$ cat config.mk
export PLATFORM = sky130hd
export DESIGN_NAME = iter_mul_stage
export DESIGN_NICKNAME = d
export VERILOG_FILES = /design/src/rtl/pipe_pkg.sv /design/src/rtl/shift_add_mul.sv /design/src/rtl/iter_mul_stage.sv
export SDC_FILE = /design/constraint.sdc
export NUM_CORES = 1
export LEC_CHECK = 0
export CORE_AREA = 8 8 149 151
export CTS_CLUSTER_DIAMETER = 80
export DETAILED_ROUTE_END_ITERATION = 7
export DIE_AREA = 0 0 157 159
export DONT_BUFFER_PORTS = 1
export GPL_ROUTABILITY_DRIVEN = 0
export PLACE_DENSITY = 0.56
export SYNTH_ARGS = -nofsm -noshare
export SYNTH_HDL_FRONTEND = slang
export SYNTH_SLANG_ARGS = --single-unit
$ cat constraint.sdc
create_clock -name clk -period 7.8 [get_ports clk]
set_input_delay 1.17 -clock clk [delete_from_list [all_inputs] [get_ports clk]]
set_output_delay 1.17 -clock clk [all_outputs]
set_load 0.005 [all_outputs]
$ cat src/rtl/pipe_pkg.sv
// Shared definitions for the multiply stage: word width, operand field
// layout inside the incoming word, and the stage FSM encoding.
package pipe_pkg;

    localparam int DATA_W = 32;
    localparam int OP_W   = DATA_W / 2;

    // Operand fields inside one input word: b in the upper half, a in the lower.
    localparam int A_LSB  = 0;
    localparam int B_LSB  = OP_W;

    // Iteration counter width; covers 0..ITER-1 for ITER up to 32.
    localparam int CNT_W  = 5;

    typedef enum logic [1:0] {
        IDLE = 2'd0,
        BUSY = 2'd1,
        DONE = 2'd2
    } mul_state_t;

endpackage

$ cat src/rtl/shift_add_mul.sv
// Iterative shift-add multiplier datapath. One partial product is folded in
// per step; the controller decides when to load and when to step.
// prod_nxt_o is the accumulator value after the current step, so the
// controller can capture the final product on the same edge as the last step.
module shift_add_mul
    import pipe_pkg::*;
#(
    parameter int DATA_W = pipe_pkg::DATA_W,
    parameter int ITER   = 16
)
(
    input  logic              clk,
    input  logic              reset,
    input  logic              load_i,
    input  logic              step_i,
    input  logic [DATA_W-1:0] word_i,
    output logic [DATA_W-1:0] prod_nxt_o,
    output logic              last_o
);

    localparam int OPW = DATA_W / 2;

    logic [OPW-1:0]    a_q, a_d;
    logic [OPW-1:0]    b_q, b_d;
    logic [DATA_W-1:0] prod_q, prod_d;
    logic [CNT_W-1:0]  cnt_q, cnt_d;
    logic [DATA_W-1:0] partial;

    // Partial product for this step: b shifted by the bit position of a[0].
    always_comb begin
        partial = '0;
        if (a_q[0]) begin
            partial = DATA_W'(b_q) << cnt_q;
        end
    end

    assign prod_nxt_o = prod_q + partial;
    assign last_o     = (cnt_q == CNT_W'(ITER - 1));

    // Next-state: load restarts the operation, step consumes one bit of a.
    always_comb begin
        a_d    = a_q;
        b_d    = b_q;
        prod_d = prod_q;
        cnt_d  = cnt_q;
        if (load_i) begin
            a_d    = word_i[A_LSB +: OPW];
            b_d    = word_i[B_LSB +: OPW];
            prod_d = '0;
            cnt_d  = '0;
        end else if (step_i) begin
            a_d    = a_q >> 1;
            prod_d = prod_nxt_o;
            cnt_d  = cnt_q + CNT_W'(1);
        end
    end

    // Datapath registers.
    always_ff @(posedge clk or posedge reset) begin
        if (reset) begin
            a_q    <= '0;
            b_q    <= '0;
            prod_q <= '0;
            cnt_q  <= '0;
        end else begin
            a_q    <= a_d;
            b_q    <= b_d;
            prod_q <= prod_d;
            cnt_q  <= cnt_d;
        end
    end

endmodule

$ cat src/rtl/iter_mul_stage.sv
// Multiply stage behind the stall buffer: takes one packed operand word per
// in_valid pulse, multiplies the two 16-bit halves iteratively and presents
// a registered result. A one-entry skid holds the word the buffer can still
// emit after stall_req rises; any further word is dropped and flagged in ovf.
//
//   state | meaning
//   IDLE  | no operation in progress, ready for a word
//   BUSY  | shift-add iterations running, ITER cycles
//   DONE  | result on out_data/out_valid, waiting for out_stall=0
module iter_mul_stage
    import pipe_pkg::*;
#(
    parameter int DATA_W = pipe_pkg::DATA_W,
    parameter int ITER   = 16
)
(
    input  logic              clk,
    input  logic              reset,
    input  logic [DATA_W-1:0] in_data,
    input  logic              in_valid,
    input  logic              flush,
    input  logic              out_stall,
    output logic [DATA_W-1:0] out_data,
    output logic              out_valid,
    output logic              stall_req,
    output logic              ovf
);

    mul_state_t        state_q, state_d;
    logic              skid_valid_q, skid_valid_d;
    logic [DATA_W-1:0] skid_data_q, skid_data_d;
    logic [DATA_W-1:0] out_data_q, out_data_d;
    logic              out_valid_q, out_valid_d;
    logic              ovf_q, ovf_d;

    logic              park;
    logic              mul_load;
    logic              mul_step;
    logic              mul_last;
    logic [DATA_W-1:0] mul_word;
    logic [DATA_W-1:0] mul_prod_nxt;

    shift_add_mul #(
        .DATA_W (DATA_W),
        .ITER   (ITER)
    ) u_mul (
        .clk        (clk),
        .reset      (reset),
        .load_i     (mul_load),
        .step_i     (mul_step),
        .word_i     (mul_word),
        .prod_nxt_o (mul_prod_nxt),
        .last_o     (mul_last)
    );

    // Next state, datapath control, skid capture and result register update.
    always_comb begin
        state_d      = state_q;
        skid_valid_d = skid_valid_q;
        skid_data_d  = skid_data_q;
        out_data_d   = out_data_q;
        out_valid_d  = out_valid_q;
        ovf_d        = ovf_q;
        mul_load     = 1'b0;
        mul_step     = 1'b0;
        mul_word     = in_data;
        park         = 1'b0;

        case (state_q)
            IDLE: begin
                if (in_valid) begin
                    mul_load = 1'b1;
                    state_d  = BUSY;
                end
            end
            BUSY: begin
                // Never frozen by out_stall; the result register absorbs it.
                mul_step = 1'b1;
                park     = 1'b1;
                if (mul_last) begin
                    state_d     = DONE;
                    out_valid_d = 1'b1;
                    out_data_d  = mul_prod_nxt;
                end
            end
            DONE: begin
                if (out_stall) begin
                    park = 1'b1;
                end else begin
                    out_valid_d = 1'b0;
                    if (skid_valid_q) begin
                        // Skid word starts now; a word arriving this cycle
                        // takes its place in the freed skid.
                        mul_load     = 1'b1;
                        mul_word     = skid_data_q;
                        state_d      = BUSY;
                        skid_valid_d = in_valid;
                        if (in_valid) begin
                            skid_data_d = in_data;
                        end
                    end else if (in_valid) begin
                        mul_load = 1'b1;
                        state_d  = BUSY;
                    end else begin
                        state_d = IDLE;
                    end
                end
            end
            default: begin
                state_d = IDLE;
            end
        endcase

        if (park && in_valid) begin
            if (skid_valid_q) begin
                ovf_d = 1'b1;
            end else begin
                skid_valid_d = 1'b1;
                skid_data_d  = in_data;
            end
        end

        // Flush discards everything in flight but keeps the overflow record.
        if (flush) begin
            state_d      = IDLE;
            skid_valid_d = 1'b0;
            out_valid_d  = 1'b0;
            out_data_d   = '0;
            ovf_d        = ovf_q;
            mul_load     = 1'b0;
            mul_step     = 1'b0;
        end
    end

    // Control and result registers.
    always_ff @(posedge clk or posedge reset) begin
        if (reset) begin
            state_q      <= IDLE;
            skid_valid_q <= 1'b0;
            skid_data_q  <= '0;
            out_data_q   <= '0;
            out_valid_q  <= 1'b0;
            ovf_q        <= 1'b0;
        end else begin
            state_q      <= state_d;
            skid_valid_q <= skid_valid_d;
            skid_data_q  <= skid_data_d;
            out_data_q   <= out_data_d;
            out_valid_q  <= out_valid_d;
            ovf_q        <= ovf_d;
        end
    end

    assign out_data  = out_data_q;
    assign out_valid = out_valid_q;
    assign ovf       = ovf_q;
    // Registered terms only, so there is no path from in_valid.
    assign stall_req = (state_q != IDLE) || skid_valid_q;

endmodule

==> results.ini, run 1 <==
[floorplan]
die_w_um=157
floorplan.die.height_um=159
floorplan.core_area_um2=19800
floorplan.io_pins=72
initial_utilization=0.431
floorplan.die_area_um2=25000
std_cell_rows=52

[drt]
drcViolationCount=0
ant_nets=0
post_drt_wl_per_cell_um=17.9
initialDrtViolationCount=346
route.final.wire_length_um=21200
drtPass1Iterations=5
via_total_after_detailed_routing=6565
vias_per_cell=5.56

[final_layout]
finish.net_count=975
utilization_after_layout=0.472
multi_input_comb_area_um2=4870
n_antenna_cell=0
seqCellArea_um2=3450
area_growth_pct=9.53
final_layout_size_suffix_gt1_frac=0.0735
num-fill-cells=1907

[clock_tree]
cts_tree=yes
h-tree-depth=4
ctsHoldBuffers=0
cts_setup_buffers=0
post_cts_resize_count=0
cts_root_buffer=sky130_fd_sc_hd__clkbuf_16
cts_made_buffers=17
number_of_buffers_on_the_longest_clock_path=2
cts.sinks=138
clk_pin_slew_worst_paths_ns=0.06
clock_insertion_delay_worst_skew_ns=0.43

[sta]
timing.final.max_slew_violations=0
fin_tns_setup_ns=0
worst_hold_slack_ns=0.483
period_needed_ns=4.48
max_slew.worst_pin.slew_ns=1.08
headroom_to_the_max_slew_limit=0.277
fin_skew_ns=0.0155
report.final.setup_viol=0
rsz0062_at_grt=no
post-route-worst-setup-slack_ns=3.32
achievable-frequency_ghz=0.223
layout_worst_path_cycle_share=0.574
hold_viol=0

[global_route]
via_count_of_the_first_global_routing_pass=6419
maximum_number_of_pins_on_one_net_before_global_route_repair=73
grt_overflow_total=0
globalRouteTotalUtil=0.175
grt_first_pass_wirelength_um=35100
grt_antenna_before_repair=0

[hold_path]
worstHoldPathType=flip-flop to flip-flop
timing.hold.worst.start=skid_data_q[22]
worstHoldEndpoint=skid_data_q[22]
whs_path_depth=1

[yosys]
synth_xor_xnor_area_share=0.0328
synth_async_sr_flop_share=1.00
mappedNetlistArea_um2=8560
synth_compound_area_frac=0.195
post_synth.cell_area_avg_um2=9.20
synth-simple-area-share=0.150
dominant_combinational_cell_family_by_area_after_synthesis=compound AO/OA/AOI/OAI gates
postSynthRegisterBits=138
syn_inst=930
postSynthNetCount=1006
synth_fa_ha_area_frac=0.0579
number_of_different_library_cells_in_the_post_synthesis_netlist=67
number_of_enable_type_register_cells_in_the_synthesized_netlist=0
ys_seq_area_frac=0.404
muxShareOfSynthArea=0.129
flip_flop_cell_with_the_highest_count_after_synthesis=sky130_fd_sc_hd__dfrtp_1
yosysWarningCount=0

[pwr]
comb_power_share=0.486
power-per-cell-area_nw_per_um2=423
leakage_power_figure_uw=0.00418
internal_power_uw=2260
power.clock.fraction=0.211
sequentialPowerShare=0.303
net-switching-power_uw=1710
vdd_drop_max_uv=205
switching_share=0.431

[critical_path]
rrSetupSlack_ns=3.32
worst_ep_arrival_time_ns=4.76
worstReg2RegEnd=u_mul.prod_q[31]
cp-start-kind=flip-flop
timing.critical_path.to_type=flip-flop
timing.setup.critical_path_class=flip-flop to flip-flop
timing.critical_path.fanout_max=28
timing.rr.start=u_mul.cnt_q[1]
worst-endpoint-required_ns=8.08
reg2reg_depth=16

[outcome]
outcome=complete, no violations

[placement]
placement.io_buffers=0
pre_cts_ws_ns=3.34
place.detailed.hpwl_um=15100

[flow_run]
timing.max_cap.violations=0

-- registers in the layout (all words and copies together), names as in the netlist --
signal / cells
out_data: 32
skid_data_q: 32
u_mul.prod_q: 32
u_mul.a_q: 16
u_mul.b_q: 16
u_mul.cnt_q: 5
state_q: 2
out_valid: 1
ovf: 1
skid_valid_q: 1
-- Yosys cell counts, types with 3 or more instances --
| cell | number | area, µm² |
|---|---|---|
| sky130_fd_sc_hd__clkbuf_1 | 45 | 169 |
| sky130_fd_sc_hd__xnor2_1 | 21 | 184 |
| sky130_fd_sc_hd__inv_1 | 13 | 48.8 |
| sky130_fd_sc_hd__nor2_1 | 73 | 274 |
| sky130_fd_sc_hd__dfrtp_1 | 138 | 3450 |
| sky130_fd_sc_hd__o21a_1 | 6 | 45.0 |
| sky130_fd_sc_hd__a22o_1 | 20 | 175 |
| sky130_fd_sc_hd__nand2b_1 | 6 | 37.5 |
| sky130_fd_sc_hd__nand3_1 | 9 | 45.0 |
| sky130_fd_sc_hd__o21ai_0 | 21 | 105 |
| sky130_fd_sc_hd__o21ai_1 | 40 | 200 |
| sky130_fd_sc_hd__a31oi_1 | 5 | 31.3 |
| sky130_fd_sc_hd__or2_1 | 3 | 18.8 |
| sky130_fd_sc_hd__nand2_1 | 123 | 462 |
| sky130_fd_sc_hd__nor3b_1 | 3 | 22.5 |
| sky130_fd_sc_hd__o211ai_1 | 4 | 30.0 |
| sky130_fd_sc_hd__o22ai_1 | 9 | 56.3 |
| sky130_fd_sc_hd__and3_1 | 5 | 31.3 |
| sky130_fd_sc_hd__mux2_2 | 9 | 101 |
| sky130_fd_sc_hd__nor3_1 | 6 | 30.0 |
| sky130_fd_sc_hd__a22oi_1 | 5 | 37.5 |
| sky130_fd_sc_hd__a211oi_1 | 24 | 180 |
| sky130_fd_sc_hd__buf_2 | 3 | 15.0 |
| sky130_fd_sc_hd__and2_1 | 9 | 56.3 |
| sky130_fd_sc_hd__nand4_1 | 7 | 43.8 |
| sky130_fd_sc_hd__mux2_1 | 32 | 360 |
| sky130_fd_sc_hd__buf_1 | 6 | 22.5 |
| sky130_fd_sc_hd__a21oi_1 | 93 | 465 |
| sky130_fd_sc_hd__a211o_1 | 3 | 26.3 |
| sky130_fd_sc_hd__nor2b_1 | 31 | 194 |
| sky130_fd_sc_hd__mux2i_1 | 57 | 571 |
| sky130_fd_sc_hd__xor2_1 | 11 | 96.3 |
| sky130_fd_sc_hd__a21o_1 | 7 | 52.6 |
| sky130_fd_sc_hd__ha_1 | 38 | 475 |
| sky130_fd_sc_hd__mux4_2 | 3 | 67.6 |
-- worst max-delay path: stages (launching register included) --
cell and delay (ns):
sky130_fd_sc_hd__dfrtp_1 1.06, sky130_fd_sc_hd__mux2_2 0.44, sky130_fd_sc_hd__nor2_1 0.09, sky130_fd_sc_hd__a21oi_1 0.06, sky130_fd_sc_hd__mux2_2 0.30, sky130_fd_sc_hd__nor2_1 0.09
sky130_fd_sc_hd__a21oi_1 0.07, sky130_fd_sc_hd__nor2b_1 0.18, sky130_fd_sc_hd__ha_1 0.40, sky130_fd_sc_hd__nand4_1 0.19, sky130_fd_sc_hd__nand2b_1 0.20, sky130_fd_sc_hd__and3_1 0.16
sky130_fd_sc_hd__a21oi_1 0.30, sky130_fd_sc_hd__o2bb2ai_1 0.25, sky130_fd_sc_hd__a41oi_1 0.20, sky130_fd_sc_hd__xnor2_1 0.24, sky130_fd_sc_hd__o22ai_1 0.11
-- power groups by stage --
stage,Combinational (µW),Sequential (µW),Clock (µW)
global placement,1910,1210,0
finish,1930,1200,837
floorplan,1570,1090,0
detailed placement,1920,1210,0
CTS,1920,1200,857
global route,2150,1250,890
-- how the worst max path moves through the flow --
stage                    from               end  slack [ns]  depth (start not counted)
4_1_cts        u_mul.cnt_q[1]      out_data[25]        3.32                         16
5_1_grt        u_mul.cnt_q[1]      out_data[26]        2.97                         16
3_3_place_gp   u_mul.cnt_q[1]      out_data[25]        3.40                         16
2_1_floorplan           reset       out_data[0]        2.93                          1
6_report       u_mul.cnt_q[1]  u_mul.prod_q[31]        3.32                         16
3_5_place_dp   u_mul.cnt_q[1]      out_data[25]        3.34                         16
-- routing by layer --
layer,vias to the layer above,wire (µm),GRT usage
met3,29,943,0.0426
met2,111,9410,0.265
met1,3150,10400,0.240
met4,0,425,0.0599
met5,-,0,0
li1,3275,-,-
-- per-stage QoR --
| step | power [µW] | cells | cell area [µm²] |
|---|---|---|---|
| after detailed placement | 3130 | 1150 | 8760 |
| final | 3970 | 1181 | 9370 |
| after global routing | 4290 | 1181 | 9370 |
| after global placement | 3120 | 1150 | 8760 |
| after CTS | 3980 | 1181 | 9370 |
| after floorplan | 2660 | 930 | 8560 |
-- logic make-up after synthesis --
| group | count (synthesis) |
|---|---|
| fa+ha+maj | 39 |
| mux | 101 |
| simple gates | 285 |
| compound gates | 264 |
| flops | 138 |
| xor+xnor | 32 |
| buf+inv | 71 |
-- cells in the final DEF (no fill, tap or decap), types with 7 or more instances in the layout --
cell type,n
sky130_fd_sc_hd__nand4_1,7
sky130_fd_sc_hd__nand2_1,123
sky130_fd_sc_hd__ha_1,38
sky130_fd_sc_hd__nand3_1,9
sky130_fd_sc_hd__nor2b_1,30
sky130_fd_sc_hd__inv_1,12
sky130_fd_sc_hd__and2_1,8
sky130_fd_sc_hd__mux2i_1,57
sky130_fd_sc_hd__mux2_1,32
sky130_fd_sc_hd__clkbuf_16,17
sky130_fd_sc_hd__mux2_2,9
sky130_fd_sc_hd__a21o_1,7
sky130_fd_sc_hd__o22ai_1,9
sky130_fd_sc_hd__a21oi_1,92
sky130_fd_sc_hd__dfrtp_1,138
sky130_fd_sc_hd__xor2_1,11
sky130_fd_sc_hd__xnor2_1,21
sky130_fd_sc_hd__o21ai_1,40
sky130_fd_sc_hd__a22o_1,20
sky130_fd_sc_hd__a211oi_1,24
sky130_fd_sc_hd__nor2_1,73
sky130_fd_sc_hd__o21ai_0,21
-- cell type report --
class	instances	share of cell area
clock buffers	18	0.0469
multi-input cells	721	0.520
flip-flops and latches	138	0.368
clock inverters	13	0.0180
well taps	270	0.0360
repair buffers	5	0.00401
inverters	16	0.00694
Power figures use the tool's default switching activity.
==> run 2, diff against run 1 <==
- clock period: 7.8 -> 4.3 ns (I/O delays scaled with it)
==> results.ini, run 2 (same netlist as run 1, synthesis figures left out) <==
[clock_tree]
cts_made_buffers=17
cts_tree=yes
number_of_buffers_on_the_longest_clock_path=2
ctsHoldBuffers=0
cts.sinks=138
cts_setup_buffers=0
clk_pin_slew_worst_paths_ns=0.07
h-tree-depth=4
clock_insertion_delay_worst_skew_ns=0.44
post_cts_resize_count=0
cts_root_buffer=sky130_fd_sc_hd__clkbuf_16

[sta]
headroom_to_the_max_slew_limit=0.290
period_needed_ns=3.93
max_slew.worst_pin.slew_ns=1.06
timing.final.max_slew_violations=0
rsz0062_at_grt=no
worst_hold_slack_ns=0.0893
hold_viol=0
report.final.setup_viol=0
layout_worst_path_cycle_share=0.915
fin_skew_ns=0.0115
fin_tns_setup_ns=0
achievable-frequency_ghz=0.254

[global_route]
grt_overflow_total=0
via_count_of_the_first_global_routing_pass=6540
maximum_number_of_pins_on_one_net_before_global_route_repair=120
grtUsageMet2=0.281
globalRouteMet1Util=0.241
grt_first_pass_wirelength_um=35700
grt_antenna_before_repair=0
grt_most_used_layer=met2
globalRouteMet3Util=0.0440
globalRouteTotalUtil=0.180

[critical_path]
rrSetupSlack_ns=0.37
cp-start-kind=flip-flop
timing.critical_path.fanout_max=13
worstPathCellList=mux4_2 > mux2i_1 > nor2_1 > ha_1 > a21oi_1 > o21ai_1 > a21o_1 > a221o_1 > a211o_1 > a21oi_2 > xnor2_1 > a22o_1
reg2reg_depth=12
worst-path-buf-inv=0
worst_ep_arrival_time_ns=4.26
path_delay_family=compound AO/OA/AOI/OAI gates
timing.setup.critical_path_class=flip-flop to flip-flop
cpMaxStageDelayCell=sky130_fd_sc_hd__dfrtp_1
timing.critical_path.to_type=flip-flop
timing.critical_path.depth=12
critical-path-max-stage-delay_ns=0.66
worst-endpoint-required_ns=4.62

[floorplan]
floorplan.die.height_um=159
initial_utilization=0.431
die_w_um=157
floorplan.core_area_um2=19800
std_cell_rows=52
floorplan.die_area_um2=25000
floorplan.io_pins=72

[drt]
drcViolationCount=0
initialDrtViolationCount=514
post_drt_wl_per_cell_um=17.9
ant_nets=0
route.final.wire_length_um=21500
vias_per_cell=5.59
via_total_after_detailed_routing=6713
drtPass1Iterations=5

[final_layout]
area_growth_pct=11.3
post-route-cell-area_um2=9520
layout.cells.most_common=sky130_fd_sc_hd__dfrtp_1
layout.cells.most_common_list=sky130_fd_sc_hd__dfrtp_1, sky130_fd_sc_hd__nand2_1, sky130_fd_sc_hd__a21oi_1, sky130_fd_sc_hd__nor2_1, sky130_fd_sc_hd__mux2i_1
utilization_after_layout=0.480
finish.net_count=993
final_layout_size_suffix_gt1_frac=0.0925
n_antenna_cell=0

[pwr]
fin_total_pwr_uw=7340
sequentialPowerShare=0.285
net-switching-power_uw=3200
internal_power_uw=4140
switching_share=0.436
comb_power_share=0.502
leakage_power_figure_uw=0.00429
power.clock.fraction=0.213
power-per-cell-area_nw_per_um2=771
vdd_drop_max_uv=409

[placement]
postPlaceCellArea_um2=8910
place.detailed.hpwl_um=15600
placement.io_buffers=0

[outcome]
outcome=complete, no violations

[flow_run]
timing.max_cap.violations=0

[hold_path]
worstHoldPathType=input pin to async pin

[run 2: cell count changes in the layout (fill, tap and decap cells not counted), moves of 3 or more]
cell / before / now
sky130_fd_sc_hd__clkinvlp_4: 4 / 1
sky130_fd_sc_hd__buf_4: 5 / 22
sky130_fd_sc_hd__inv_6: 3 / 8
sky130_fd_sc_hd__inv_8: 0 / 5
sky130_fd_sc_hd__clkinv_4: 3 / 0
[run 2: final cells by class]
class	count	area, µm²
clock buffer	17	425
clock inverter	15	186
fill	1888	10300
inverter	16	63.8
multi-input combinational	721	4870
sequential	138	3450
tap	270	338
timing repair buffer	23	185
[run 2: layer usage]
metal	share of wire	routed length (µm)	up-vias
met2	0.46	9940	145
li1	-	-	3323
met1	0.47	10100	3215
met3	0.050	1070	30
met5	0	0	-
met4	0.018	381	0
[run 2: path summary, 6_finish.rpt]
check                                start                to
hold / removal                       reset    skid_data_q[7]
hold reg to reg            skid_data_q[15]   skid_data_q[15]
min in group clk                     flush         out_valid
setup reg to reg            u_mul.cnt_q[0]      out_data[28]
setup / recovery            u_mul.cnt_q[0]      out_data[28]
max in group asynchronous            reset  u_mul.prod_q[12]
[run 2: power by group through the flow]
stage	combinational (µW)	clock, µW	sequential [µW]
floorplan	2850	0	1980
global placement	3650	0	2120
detailed placement	3660	0	2120
CTS	3680	1600	2100
global route	4100	1660	2160
finish	3680	1560	2090
[run 2: stage by stage]
step / cells / setup slack [ns]
after global routing: 1200 / 0.110
final: 1200 / 0.366
after CTS: 1200 / 0.363
after global placement: 1168 / 0.358
after floorplan: 930 / 0.732
after detailed placement: 1168 / 0.366
[run 2: worst register-to-register path, cell delays in order (launching register included)]
cell and delay [ns]:
sky130_fd_sc_hd__dfrtp_1 0.66, sky130_fd_sc_hd__mux4_2 0.63, sky130_fd_sc_hd__mux2i_1 0.30, sky130_fd_sc_hd__nor2_1 0.10
sky130_fd_sc_hd__ha_1 0.37, sky130_fd_sc_hd__a21oi_1 0.16, sky130_fd_sc_hd__o21ai_1 0.15, sky130_fd_sc_hd__a21o_1 0.21
sky130_fd_sc_hd__a221o_1 0.40, sky130_fd_sc_hd__a211o_1 0.37, sky130_fd_sc_hd__a21oi_2 0.16, sky130_fd_sc_hd__xnor2_1 0.11
sky130_fd_sc_hd__a22o_1 0.21
==> run 3, diff against run 2 <==
- SETUP_SLACK_MARGIN: default -> 0.5
==> results.ini, run 3 (same netlist as run 1, synthesis figures left out) <==
[critical_path]
rrSetupSlack_ns=0.57
cp-start-kind=flip-flop
timing.rr.start=u_mul.cnt_q[0]
reg2reg_depth=12
timing.critical_path.fanout_max=10
worst_ep_arrival_time_ns=4.06
path_delay_family=compound AO/OA/AOI/OAI gates
worstPathCellList=mux4_2 > mux2i_1 > nor2_1 > ha_1 > a21oi_1 > o21ai_1 > a21o_1 > a221o_1 > a211o_4 > a21oi_2 > xnor2_1 > a22o_1
cpMaxStageDelayCell=sky130_fd_sc_hd__mux4_2
timing.setup.critical_path_class=flip-flop to flip-flop
worst-path-buf-inv=0
worstReg2RegEnd=out_data[28]
worst-endpoint-required_ns=4.63
timing.critical_path.to_type=flip-flop
critical-path-max-stage-delay_ns=0.58

[placement]
placement.io_buffers=0
place.detailed.hpwl_um=15600
pre_cts_ws_ns=0.366
postPlaceCellArea_um2=8910

[clock_tree]
cts_made_buffers=17
cts_root_buffer=sky130_fd_sc_hd__clkbuf_16
h-tree-depth=4
cts_tree=yes
clk_pin_slew_worst_paths_ns=0.07
clock_insertion_delay_worst_skew_ns=0.44
number_of_buffers_on_the_longest_clock_path=2
cts.sinks=138

[floorplan]
floorplan.io_pins=72
floorplan.die_area_um2=25000
floorplan.core_area_um2=19800
floorplan.die.height_um=159
die_w_um=157
initial_utilization=0.431
std_cell_rows=52

[flow_run]
timing.max_cap.violations=0

[sta]
hold_viol=0
fin_skew_ns=0.0134
period_needed_ns=3.73
rsz0062_at_grt=yes
fin_tns_setup_ns=0
headroom_to_the_max_slew_limit=0.276
post-route-worst-setup-slack_ns=0.570
report.final.setup_viol=0
layout_worst_path_cycle_share=0.868
achievable-frequency_ghz=0.268
timing.final.max_slew_violations=0
max_slew.worst_pin.slew_ns=1.08

[drt]
vias_per_cell=5.63
initialDrtViolationCount=517
post_drt_wl_per_cell_um=18.1
ant_nets=0
drtPass1Iterations=5
via_total_after_detailed_routing=6807
drcViolationCount=0
route.final.wire_length_um=21900

[global_route]
grt_antenna_before_repair=0
globalRouteTotalUtil=0.180
grt_first_pass_wirelength_um=35700
grt_overflow_total=0
maximum_number_of_pins_on_one_net_before_global_route_repair=120
via_count_of_the_first_global_routing_pass=6544

[pwr]
fin_total_pwr_uw=7670
leakage_power_figure_uw=0.00439
vdd_drop_max_uv=410
power-per-cell-area_nw_per_um2=778

[final_layout]
final_layout_size_suffix_gt1_frac=0.148
finish.net_count=1003
area_growth_pct=15.1
n_antenna_cell=0
layout.cells.most_common=sky130_fd_sc_hd__dfrtp_1
post-route-cell-area_um2=9850
layout.cells.most_common_list=sky130_fd_sc_hd__dfrtp_1, sky130_fd_sc_hd__nand2_1, sky130_fd_sc_hd__a21oi_1, sky130_fd_sc_hd__nor2_1, sky130_fd_sc_hd__mux2i_1
utilization_after_layout=0.496

[hold_path]
worstHoldPathType=input pin to async pin

[outcome]
outcome=complete, no violations

## run 3: cell types whose count changed in the layout (fill, tap and decap cells not counted), sizes merged
cell,delta
buf,+10
## run 3: metal layers
metal  global-route usage  wire length [µm]  vias up
li1                     -                 -     3340
met1                0.241             10200     3292
met2                0.281             10300      150
met3               0.0440              1100       25
met4               0.0529               328        0
met5                    0                 0        -
## run 3: worst max path at each step
stage                         to  cells past startpoint      startpoint  slack [ns]
detailed placement  out_data[28]                     12  u_mul.cnt_q[0]        0.37
global route        out_data[26]                     16  u_mul.cnt_q[0]        0.44
CTS                 out_data[28]                     12  u_mul.cnt_q[0]        0.52
global placement    out_data[28]                     12  u_mul.cnt_q[0]        0.36
floorplan           out_data[28]                     17  u_mul.cnt_q[1]        0.73
finish              out_data[28]                     12  u_mul.cnt_q[0]        0.57
## run 3: report_power, final
group	switching [µW]	internal, µW	total (µW)	leakage [µW]
clock network	675	889	1560	0.000304
logic	2330	1680	4010	0.00233
registers	340	1760	2100	0.00176
## run 3: final cells by class
class,instances,area (µm²)
fill,1859,10000
multi-input combinational,721,5110
sequential,138,3460
clock buffer,17,425
tap,270,338
timing repair buffer,33,268
clock inverter,15,186
inverter,16,66.3
## run 3: repair_timing
item,in CTS,in global routing
setup endpoints to repair,16,30
setup buffers,0,10
resized for setup,2,53
gates cloned,0,0
hold buffers,0,0
pin swaps,1,14
## run 3: per-stage QoR
step,hold slack (ns),instances
2_1_floorplan,0.454,930
3_3_place_gp,0.464,1168
3_5_place_dp,0.471,1168
4_1_cts,0.0820,1200
5_1_grt,0.105,1210
6_report,0.0879,1210
